**src/rtl/mips_pkg.sv**
```systemverilog
// Shared encodings for the multi-cycle MIPS control unit.
// Covers opcodes, function fields, FSM states, ALU codes and decoded instruction classes.
package mips_pkg;

  typedef enum logic [2:0] {
    S_IF  = 3'b000,
    S_ID  = 3'b001,
    S_EXE = 3'b010,
    S_MEM = 3'b011,
    S_WB  = 3'b100
  } state_t;

  localparam logic [5:0] OP_RTYPE = 6'b000000;
  localparam logic [5:0] OP_J     = 6'b000010;
  localparam logic [5:0] OP_JAL   = 6'b000011;
  localparam logic [5:0] OP_BEQ   = 6'b000100;
  localparam logic [5:0] OP_BNE   = 6'b000101;
  localparam logic [5:0] OP_ADDI  = 6'b001000;
  localparam logic [5:0] OP_ANDI  = 6'b001100;
  localparam logic [5:0] OP_ORI   = 6'b001101;
  localparam logic [5:0] OP_XORI  = 6'b001110;
  localparam logic [5:0] OP_LUI   = 6'b001111;
  localparam logic [5:0] OP_LW    = 6'b100011;
  localparam logic [5:0] OP_SW    = 6'b101011;

  localparam logic [5:0] FN_SLL  = 6'b000000;
  localparam logic [5:0] FN_SRL  = 6'b000010;
  localparam logic [5:0] FN_SRA  = 6'b000011;
  localparam logic [5:0] FN_JR   = 6'b001000;
  localparam logic [5:0] FN_ADD  = 6'b100000;
  localparam logic [5:0] FN_SUB  = 6'b100010;
  localparam logic [5:0] FN_AND  = 6'b100100;
  localparam logic [5:0] FN_OR   = 6'b100101;
  localparam logic [5:0] FN_XOR  = 6'b100110;
  localparam logic [5:0] FN_HAMM = 6'b110000;

  localparam logic [3:0] ALU_ADD  = 4'b0000;
  localparam logic [3:0] ALU_SUB  = 4'b0100;
  localparam logic [3:0] ALU_AND  = 4'b0001;
  localparam logic [3:0] ALU_OR   = 4'b0101;
  localparam logic [3:0] ALU_XOR  = 4'b0010;
  localparam logic [3:0] ALU_LUI  = 4'b0110;
  localparam logic [3:0] ALU_SLL  = 4'b0011;
  localparam logic [3:0] ALU_SRL  = 4'b0111;
  localparam logic [3:0] ALU_SRA  = 4'b1111;
  localparam logic [3:0] ALU_HAMM = 4'b1011;

  // One-hot instruction class; all-zero means unsupported (runs as a NOP).
  typedef struct packed {
    logic r_alu;
    logic r_shift;
    logic i_alu;
    logic i_addi;
    logic lw;
    logic sw;
    logic beq;
    logic bne;
    logic j;
    logic jal;
    logic jr;
  } iclass_t;

endpackage

```
**src/rtl/mc_dec.sv**
```systemverilog
// Combinational instruction decoder for mc_cu.
// Maps op/func to a one-hot instruction class plus the ALU operation code.
module mc_dec
  import mips_pkg::*;
(
  input  logic [5:0] op,
  input  logic [5:0] func,
  output iclass_t    cls,
  output logic [3:0] aluc
);

  always_comb begin
    cls  = '0;
    aluc = ALU_ADD;
    case (op)
      OP_RTYPE: begin
        case (func)
          FN_ADD:  begin cls.r_alu   = 1'b1; aluc = ALU_ADD;  end
          FN_SUB:  begin cls.r_alu   = 1'b1; aluc = ALU_SUB;  end
          FN_AND:  begin cls.r_alu   = 1'b1; aluc = ALU_AND;  end
          FN_OR:   begin cls.r_alu   = 1'b1; aluc = ALU_OR;   end
          FN_XOR:  begin cls.r_alu   = 1'b1; aluc = ALU_XOR;  end
          FN_HAMM: begin cls.r_alu   = 1'b1; aluc = ALU_HAMM; end
          FN_SLL:  begin cls.r_shift = 1'b1; aluc = ALU_SLL;  end
          FN_SRL:  begin cls.r_shift = 1'b1; aluc = ALU_SRL;  end
          FN_SRA:  begin cls.r_shift = 1'b1; aluc = ALU_SRA;  end
          FN_JR:   cls.jr = 1'b1;
          default: ;
        endcase
      end
      OP_ADDI: begin cls.i_addi = 1'b1; aluc = ALU_ADD; end
      OP_ANDI: begin cls.i_alu  = 1'b1; aluc = ALU_AND; end
      OP_ORI:  begin cls.i_alu  = 1'b1; aluc = ALU_OR;  end
      OP_XORI: begin cls.i_alu  = 1'b1; aluc = ALU_XOR; end
      OP_LUI:  begin cls.i_alu  = 1'b1; aluc = ALU_LUI; end
      OP_LW:   cls.lw  = 1'b1;
      OP_SW:   cls.sw  = 1'b1;
      OP_BEQ:  begin cls.beq = 1'b1; aluc = ALU_SUB; end
      OP_BNE:  begin cls.bne = 1'b1; aluc = ALU_SUB; end
      OP_J:    cls.j   = 1'b1;
      OP_JAL:  cls.jal = 1'b1;
      default: ;
    endcase
  end

endmodule

```
**src/rtl/mc_cu.sv**
```systemverilog
// Multi-cycle MIPS control unit: state register, next-state and output logic.
// Write enables are gated by resetn so a reset cycle never commits state.
module mc_cu
  import mips_pkg::*;
(
  input  logic       clock,
  input  logic       resetn,
  input  logic [5:0] op,
  input  logic [5:0] func,
  input  logic       z,
  output logic       wpc,
  output logic       wir,
  output logic       wmem,
  output logic       wreg,
  output logic       iord,
  output logic       regrt,
  output logic       m2reg,
  output logic       jal,
  output logic [3:0] aluc,
  output logic       shift,
  output logic       alusrca,
  output logic [1:0] alusrcb,
  output logic       sext,
  output logic [1:0] pcsource,
  output logic [2:0] state
);

  state_t     cur_state, next_state;
  iclass_t    cls;
  logic [3:0] dec_aluc;
  logic       wpc_c, wir_c, wmem_c, wreg_c;

  mc_dec u_dec (
    .op   (op),
    .func (func),
    .cls  (cls),
    .aluc (dec_aluc)
  );

  always_ff @(posedge clock) begin
    if (!resetn) cur_state <= S_IF;
    else         cur_state <= next_state;
  end

  always_comb begin
    next_state = S_IF;
    wpc_c      = 1'b0;
    wir_c      = 1'b0;
    wmem_c     = 1'b0;
    wreg_c     = 1'b0;
    iord       = 1'b0;
    regrt      = 1'b0;
    m2reg      = 1'b0;
    jal        = 1'b0;
    aluc       = ALU_ADD;
    shift      = 1'b0;
    alusrca    = 1'b0;
    alusrcb    = 2'b00;
    sext       = 1'b0;
    pcsource   = 2'b00;
    case (cur_state)
      S_IF: begin
        wpc_c      = 1'b1;
        wir_c      = 1'b1;
        alusrcb    = 2'b01;
        next_state = S_ID;
      end
      S_ID: begin
        // Branch target is precomputed here for every instruction.
        alusrcb = 2'b11;
        sext    = 1'b1;
        if (cls.j) begin
          wpc_c    = 1'b1;
          pcsource = 2'b11;
        end else if (cls.jal) begin
          wpc_c    = 1'b1;
          pcsource = 2'b11;
          wreg_c   = 1'b1;
          jal      = 1'b1;
        end else if (cls.jr) begin
          wpc_c    = 1'b1;
          pcsource = 2'b10;
        end else if (cls != '0) begin
          next_state = S_EXE;
        end
      end
      S_EXE: begin
        alusrca = 1'b1;
        if (cls.beq || cls.bne) begin
          aluc     = ALU_SUB;
          pcsource = 2'b01;
          wpc_c    = (cls.beq & z) | (cls.bne & ~z);
        end else if (cls.lw || cls.sw) begin
          alusrcb    = 2'b10;
          sext       = 1'b1;
          next_state = S_MEM;
        end else if (cls.r_alu || cls.r_shift) begin
          aluc       = dec_aluc;
          shift      = cls.r_shift;
          next_state = S_WB;
        end else if (cls.i_alu || cls.i_addi) begin
          aluc       = dec_aluc;
          alusrcb    = 2'b10;
          sext       = cls.i_addi;
          next_state = S_WB;
        end
      end
      S_MEM: begin
        iord = 1'b1;
        if (cls.lw)      next_state = S_WB;
        else if (cls.sw) wmem_c     = 1'b1;
      end
      S_WB: begin
        wreg_c = 1'b1;
        m2reg  = cls.lw;
        regrt  = cls.lw | cls.i_alu | cls.i_addi;
      end
      default: next_state = S_IF;
    endcase
  end

  assign wpc   = wpc_c  & resetn;
  assign wir   = wir_c  & resetn;
  assign wmem  = wmem_c & resetn;
  assign wreg  = wreg_c & resetn;
  assign state = cur_state;

endmodule
```
**config.mk**
```make
export PLATFORM = sky130hd
export DESIGN_NAME = mc_cu
export DESIGN_NICKNAME = d
export VERILOG_FILES = /design/src/rtl/mips_pkg.sv /design/src/rtl/mc_dec.sv /design/src/rtl/mc_cu.sv
export SDC_FILE = /design/constraint.sdc
export NUM_CORES = 1
export LEC_CHECK = 0
export BUFFER_PORTS_ARGS = -buffer_cell sky130_fd_sc_hd__buf_2
export CORE_MARGIN = 10
export CORE_UTILIZATION = 38
export CTS_BUF_LIST = sky130_fd_sc_hd__clkbuf_4
export CTS_CLUSTER_DIAMETER = 60
export DETAILED_ROUTE_END_ITERATION = 10
export PLACE_DENSITY = 0.71
export SLEW_MARGIN = 40
export SYNTH_ARGS = -nofsm -noshare
export SYNTH_HDL_FRONTEND = slang
export SYNTH_SLANG_ARGS = --single-unit
```
**constraint.sdc**
```tcl
create_clock -name clock -period 2.7 [get_ports clock]
set_input_delay 0 -clock clock [delete_from_list [all_inputs] [get_ports clock]]
set_output_delay 0 -clock clock [all_outputs]
set_load 0.02 [all_outputs]
```
== Word level (Yosys, flattened, before mapping) ==
Cells that the tools add are included.

* Register bits: 3
* Bits of input ports: 15
* Output and inout port bits: 22
* Word-level logic and storage cells: 113

* Eq/ne operators: 24
* Multiplexer cells: 66
* Bitwise logic cells: 10
* Reductions and logical operators: 12

{| class="wikitable"
|+ Operators by type and width
! operator !! number
|-
| $eq A6 B6 Y1 const B || 8
|-
| $eq A6 B4 Y1 const B || 6
|-
| $mux W1 || 36
|-
| $pmux W4 S8 || 1
|-
| $eq A6 B2 Y1 const B || 4
|-
| $mux W2 || 12
|-
| $pmux W4 S6 || 1
|-
| $mux W4 || 5
|-
| $mux W3 || 5
|-
| $eq A6 B3 Y1 const B || 2
|-
| $logic_not A6 Y1 || 2
|-
| $pmux W3 S4 || 1
|-
| $reduce_bool A11 Y1 || 1
|-
| $and A1 B1 Y1 || 6
|-
| $eq A3 B2 Y1 const B || 2
|-
| $pmux W2 S3 || 1
|-
| $reduce_or A6 Y1 || 1
|-
| $logic_or A1 B1 Y1 || 4
|-
| $pmux W1 S2 || 2
|-
| $pmux W2 S2 || 1
|-
| $reduce_or A4 Y1 || 1
|-
| $eq A3 B1 Y1 const B || 1
|-
| $eq A3 B3 Y1 const B || 1
|-
| $logic_not A3 Y1 || 1
|-
| 5 further kinds || 7
|}

== Logic depth before layout (Yosys ltp) ==
* Depth in word-level cells: 10
* Gate-level depth with buffers: 6
* Depth with buffers taken out: 5

== By module ==
From an unflattened synthesis, not the netlist that was laid out.

* Cells, all modules: 110
* Area total of the unflattened synthesis: 726.9 um2

{| class="wikitable"
|+ By module, submodules not included
! module !! instances !! cells each !! area an instance (um2) !! sequential area each (um2)
|-
| mc_cu || 1 || 57 || 389.1 || 60.1
|-
| mc_dec || 1 || 53 || 337.8 || 0.0
|}

== Worst setup path before layout ==
OpenSTA, ideal clock, no wires.

* Path kind: register -> output
* Start: register cur_state[0] (netlist: state[0])
* End: output port wpc
* Data arrival time: 1.774 ns
* Data required time: 2.700 ns
* Path slack: 0.926 ns
* Cell stages (with the launch flop): 4
* Path buffers: 0
* Path through: dfxtp_1 -> nor2b_1 -> nor3b_1 -> o31a_1

* Word-level cells in the longest chain between the ends: 3
* Elaborated cells between the ends (all ways): 5
* Classes of those cells: eq/ne (2); mux (1); bitwise (1); reduce/logical (1)

{| class="wikitable"
|+ Ends and longest elaborated chain
! element !! line !! source
|-
| start, declared || mc_cu.sv:28 || <nowiki>state_t cur_state, next_state;</nowiki>
|-
| start signal, assigned || mc_cu.sv:42 || <nowiki>else cur_state <= next_state;</nowiki>
|-
| $eq A3 B2 Y1, or another cell as far along || mc_cu.sv:61 || <nowiki>case (cur_state)</nowiki>
|-
| $pmux W1 S3 * || mc_cu.sv:61 ||
|-
| $and A1 B1 Y1 * || mc_cu.sv:122 || <nowiki>assign wpc = wpc_c & resetn;</nowiki>
|-
| end, declared || mc_cu.sv:11 || <nowiki>output logic wpc,</nowiki>
|}

Every way passes the cells marked *; elsewhere a longest branch is shown, timed or not.

== Worst setup path after layout ==
* Start: register cur_state[1] (netlist: state[1])
* End: output port aluc[3]

* Word-level cells in the longest chain between the ends: 2

{| class="wikitable"
|+ Ends and longest elaborated chain
! element !! line !! source
|-
| $eq A3 B2 Y1 || mc_cu.sv:61 ||
|-
| $mux W4 || mc_cu.sv:61 ||
|-
| end, declared || mc_cu.sv:19 || <nowiki>output logic [3:0] aluc,</nowiki>
|}

No other way between the ends.

==> summary.txt <==
Status
  – Outcome: completed

Critical path
  – Worst-path maximum fanout: 8
  – Launching point of the worst reg2reg path: state[1]
  – Worst Setup Start Kind: register
  – R2r worst-path depth: 5
  – Worst endpoint required time: 2.70 ns
  – End of the worst register-to-register path: state[1]
  – Crit end category: output pin
  – Worst path arrival time: 1.88 ns
  – Crit Path Class: reg -> out
  – R2r setup slk: 1.27 ns

Finish
  – Commonest non-fill, non-tap cell in the layout: buf_2
  – Fin cells: 156
  – P&R area growth vs syn: 32.89%
  – Fill count: 156
  – Most frequent cells in the layout: buf_2 (36), nor2_1 (20), nand2_1 (7), nor3_1 (7)
  – ANT cells: 0
  – Largest register FFs: 3
  – Fin nets: 156
  – Fraction of layout cells with a size suffix above 1: 35.00%

STA
  – Tmin final: 1.879 ns
  – Worst slew pin tran: 0.3463 ns
  – Final Max Tran Viols: 0
  – Setup TNS: 0 ns
  – Worst Skew: 0.005481 ns
  – Final Hold Vio Count: 0
  – Final period util: 69.60%
  – Max_slew headroom: 76.60%
  – Unrepaired setup endpoints after global routing: no
  – F_max: 532.2 MHz
  – Final Setup Violations: 0

Die
  – Core ar.: 1559 sq um
  – Chip Height: 61.50 microns
  – Die area: 3782 sq um
  – Starting Density: 41.97%
  – Row Count: 14
  – Die X: 61.50 microns
  – I/O Pins: 37

Route
  – Final WL: 2294 microns
  – Drt first pass iters: 4
  – Drt wl/cell: 14.71 microns
  – Antenna Violating Nets Remaining: 0
  – Routed vias: 924
  – Initial DRC count: 34
  – Vias per cell: 5.923
  – DR DRC count: 0

Clock network
  – Clock-pin slew on the worst setup and hold paths: 0.04 ns
  – Post-CTS sizing: 0
  – CTS tree: built
  – Clock Sinks: 3
  – Root buf cell: clkbuf_4
  – H-tree depth: 1
  – Total CTS buffers: 3
  – Clk buf depth: 2
  – Postcts setup bufs: 0
  – Post-CTS Hold Buffers: 0
  – Clock latency on the worst-skew pair: 0.23 ns

Synthesis
  – Post-synth EDFFs: 0
  – Main synth FF type: dfxtp_1
  – Mapped cell area: 654.4 sq um
  – Top cells by area, synth: nor2_1 (11%), dfxtp_1 (9.2%), nor3_1 (5.4%), a31oi_1 (4.8%), a21oi_1 (4.6%)
  – Sequential fraction of the synthesis area: 9.178%
  – Area leader, netlist: nor2_1
  – Distinct cells, synth: 40
  – Syn nets: 119
  – Fraction of registers with async set/reset: 0%
  – YS warnings: 0
  – Mean Syn Cell Area: 6.292 sq um
  – Yosys top cell area share: 11.47%
  – Cells after Synth: 104
  – FF+latch count, synth: 3

Hold path
  – Min-delay worst type: in -> reg
  – Hold path startpoint: resetn
  – Hold depth: 3
  – Worst Hold Path EP: state[2]

Pwr
  – Clk network pwr share: 39.6%
  – Internal: 0.1439 mW
  – Part of the power in registers: 22.0%
  – Switch share: 35.41%
  – Max VDD drop: 0.3874 mV
  – P_sw: 0.07891 mW
  – Logic pwr share: 38.5%
  – PwrDens: 256.3 nW/um^2
  – P_leak: 0.3975 nW

GRT
  – First-pass GRT wire length: 3608 microns
  – Gr ovfl total: 0
  – GR Util All Layers: 11.88%
  – Vias in the first global route: 836
  – Pin count of the biggest net entering global routing: 13
  – Initial antenna violation count: 0

Placement
  – GPL Wtd Cong: 0.8714
  – Placed insts: 152
  – Port bufs: 36
  – Final HPWL DP: 1911 microns

Flow run
  – Maxcap violations: 0
how the worst max path moves through the flow:
stage	startpoint	endpoint	slack, ns	cells after the start
2_1_floorplan	state[0]	wpc	0.93	3
3_3_place_gp	op[3]	aluc[2]	1.08	7
3_5_place_dp	op[3]	aluc[3]	1.08	7
4_1_cts	state[1]	aluc[3]	0.83	6
5_1_grt	state[1]	aluc[3]	0.70	6
6_report	state[1]	aluc[3]	0.82	6
power by group through the flow:
| stage | sequential, mW | clock, mW | combinational, mW |
|---|---|---|---|
| after global placement | 0.0495 | 0 | 0.0850 |
| after global routing | 0.0492 | 0.0966 | 0.0952 |
| after CTS | 0.0489 | 0.0911 | 0.0855 |
| after detailed placement | 0.0496 | 0 | 0.0850 |
| final | 0.0490 | 0.0882 | 0.0857 |
| after floorplan | 0.0510 | 0 | 0.0500 |
per-layer routing:
metal / vias up / track usage (%) / part of all wire, %
met3: 2 / 5.144 / 12
met1: 425 / 14.33 / 41
met4: 0 / 2.548 / 0.44
met5: - / 0 / 0
li1: 456 / - / -
met2: 41 / 19.03 / 47
cells in the mapped netlist, types with 2 or more instances:
cell	instances
nand3_1	2
inv_1	5
nor2_1	20
or3_1	3
clkbuf_1	4
o21ai_0	6
nor2b_1	3
dfxtp_1	3
or3_4	2
nand2b_1	4
a31oi_1	5
a21oi_1	6
or2_2	2
nand2_1	7
nor3_1	7
critical path, cell delays in order (launching register included):
cell and delay (ns):
dfxtp_1 0.44, nor2b_1 0.29, nand2b_1 0.19, nor2_1 0.20, o21ai_2 0.10, nor4_2 0.22
buf_2 0.21
cell families (layout without fill, tap and decap cells):
logic type	after synthesis	in the layout	synth area share, %
simple gates	60	60	50.86
compound gates	31	31	33.47
buf+inv	9	45	5.162
flops	3	3	9.178
xor+xnor	1	1	1.339
final cells by class:
type	count	area, sq um	area share, %
Inverter	5	18.77	2.158
Tap cell	16	20.02	2.302
Timing Repair Buffer	36	180.2	20.72
Clock buffer	4	30.03	3.453
Sequential cell	3	60.06	6.906
Multi-Input combinational cell	92	560.5	64.46
per-stage QoR:
| step | hold WS [ns] | power, mW | utilization, % | setup slack [ns] | instance area [sq um] |
|---|---|---|---|---|---|
| 6_report | 0.1078 | 0.2228 | 55.78 | 0.8209 | 869.6 |
| 5_1_grt | 0.1356 | 0.2410 | 55.78 | 0.7031 | 869.6 |
| 4_1_cts | 0.1050 | 0.2254 | 55.78 | 0.8333 | 869.6 |
| 3_5_place_dp | 0.3524 | 0.1347 | 53.85 | 1.076 | 839.6 |
| 3_3_place_gp | 0.3660 | 0.1345 | 53.85 | 1.084 | 839.6 |
| 2_1_floorplan | 0.1341 | 0.1010 | - | 0.9265 | 654.4 |
Note: power is estimated with default switching activity, not from simulation.
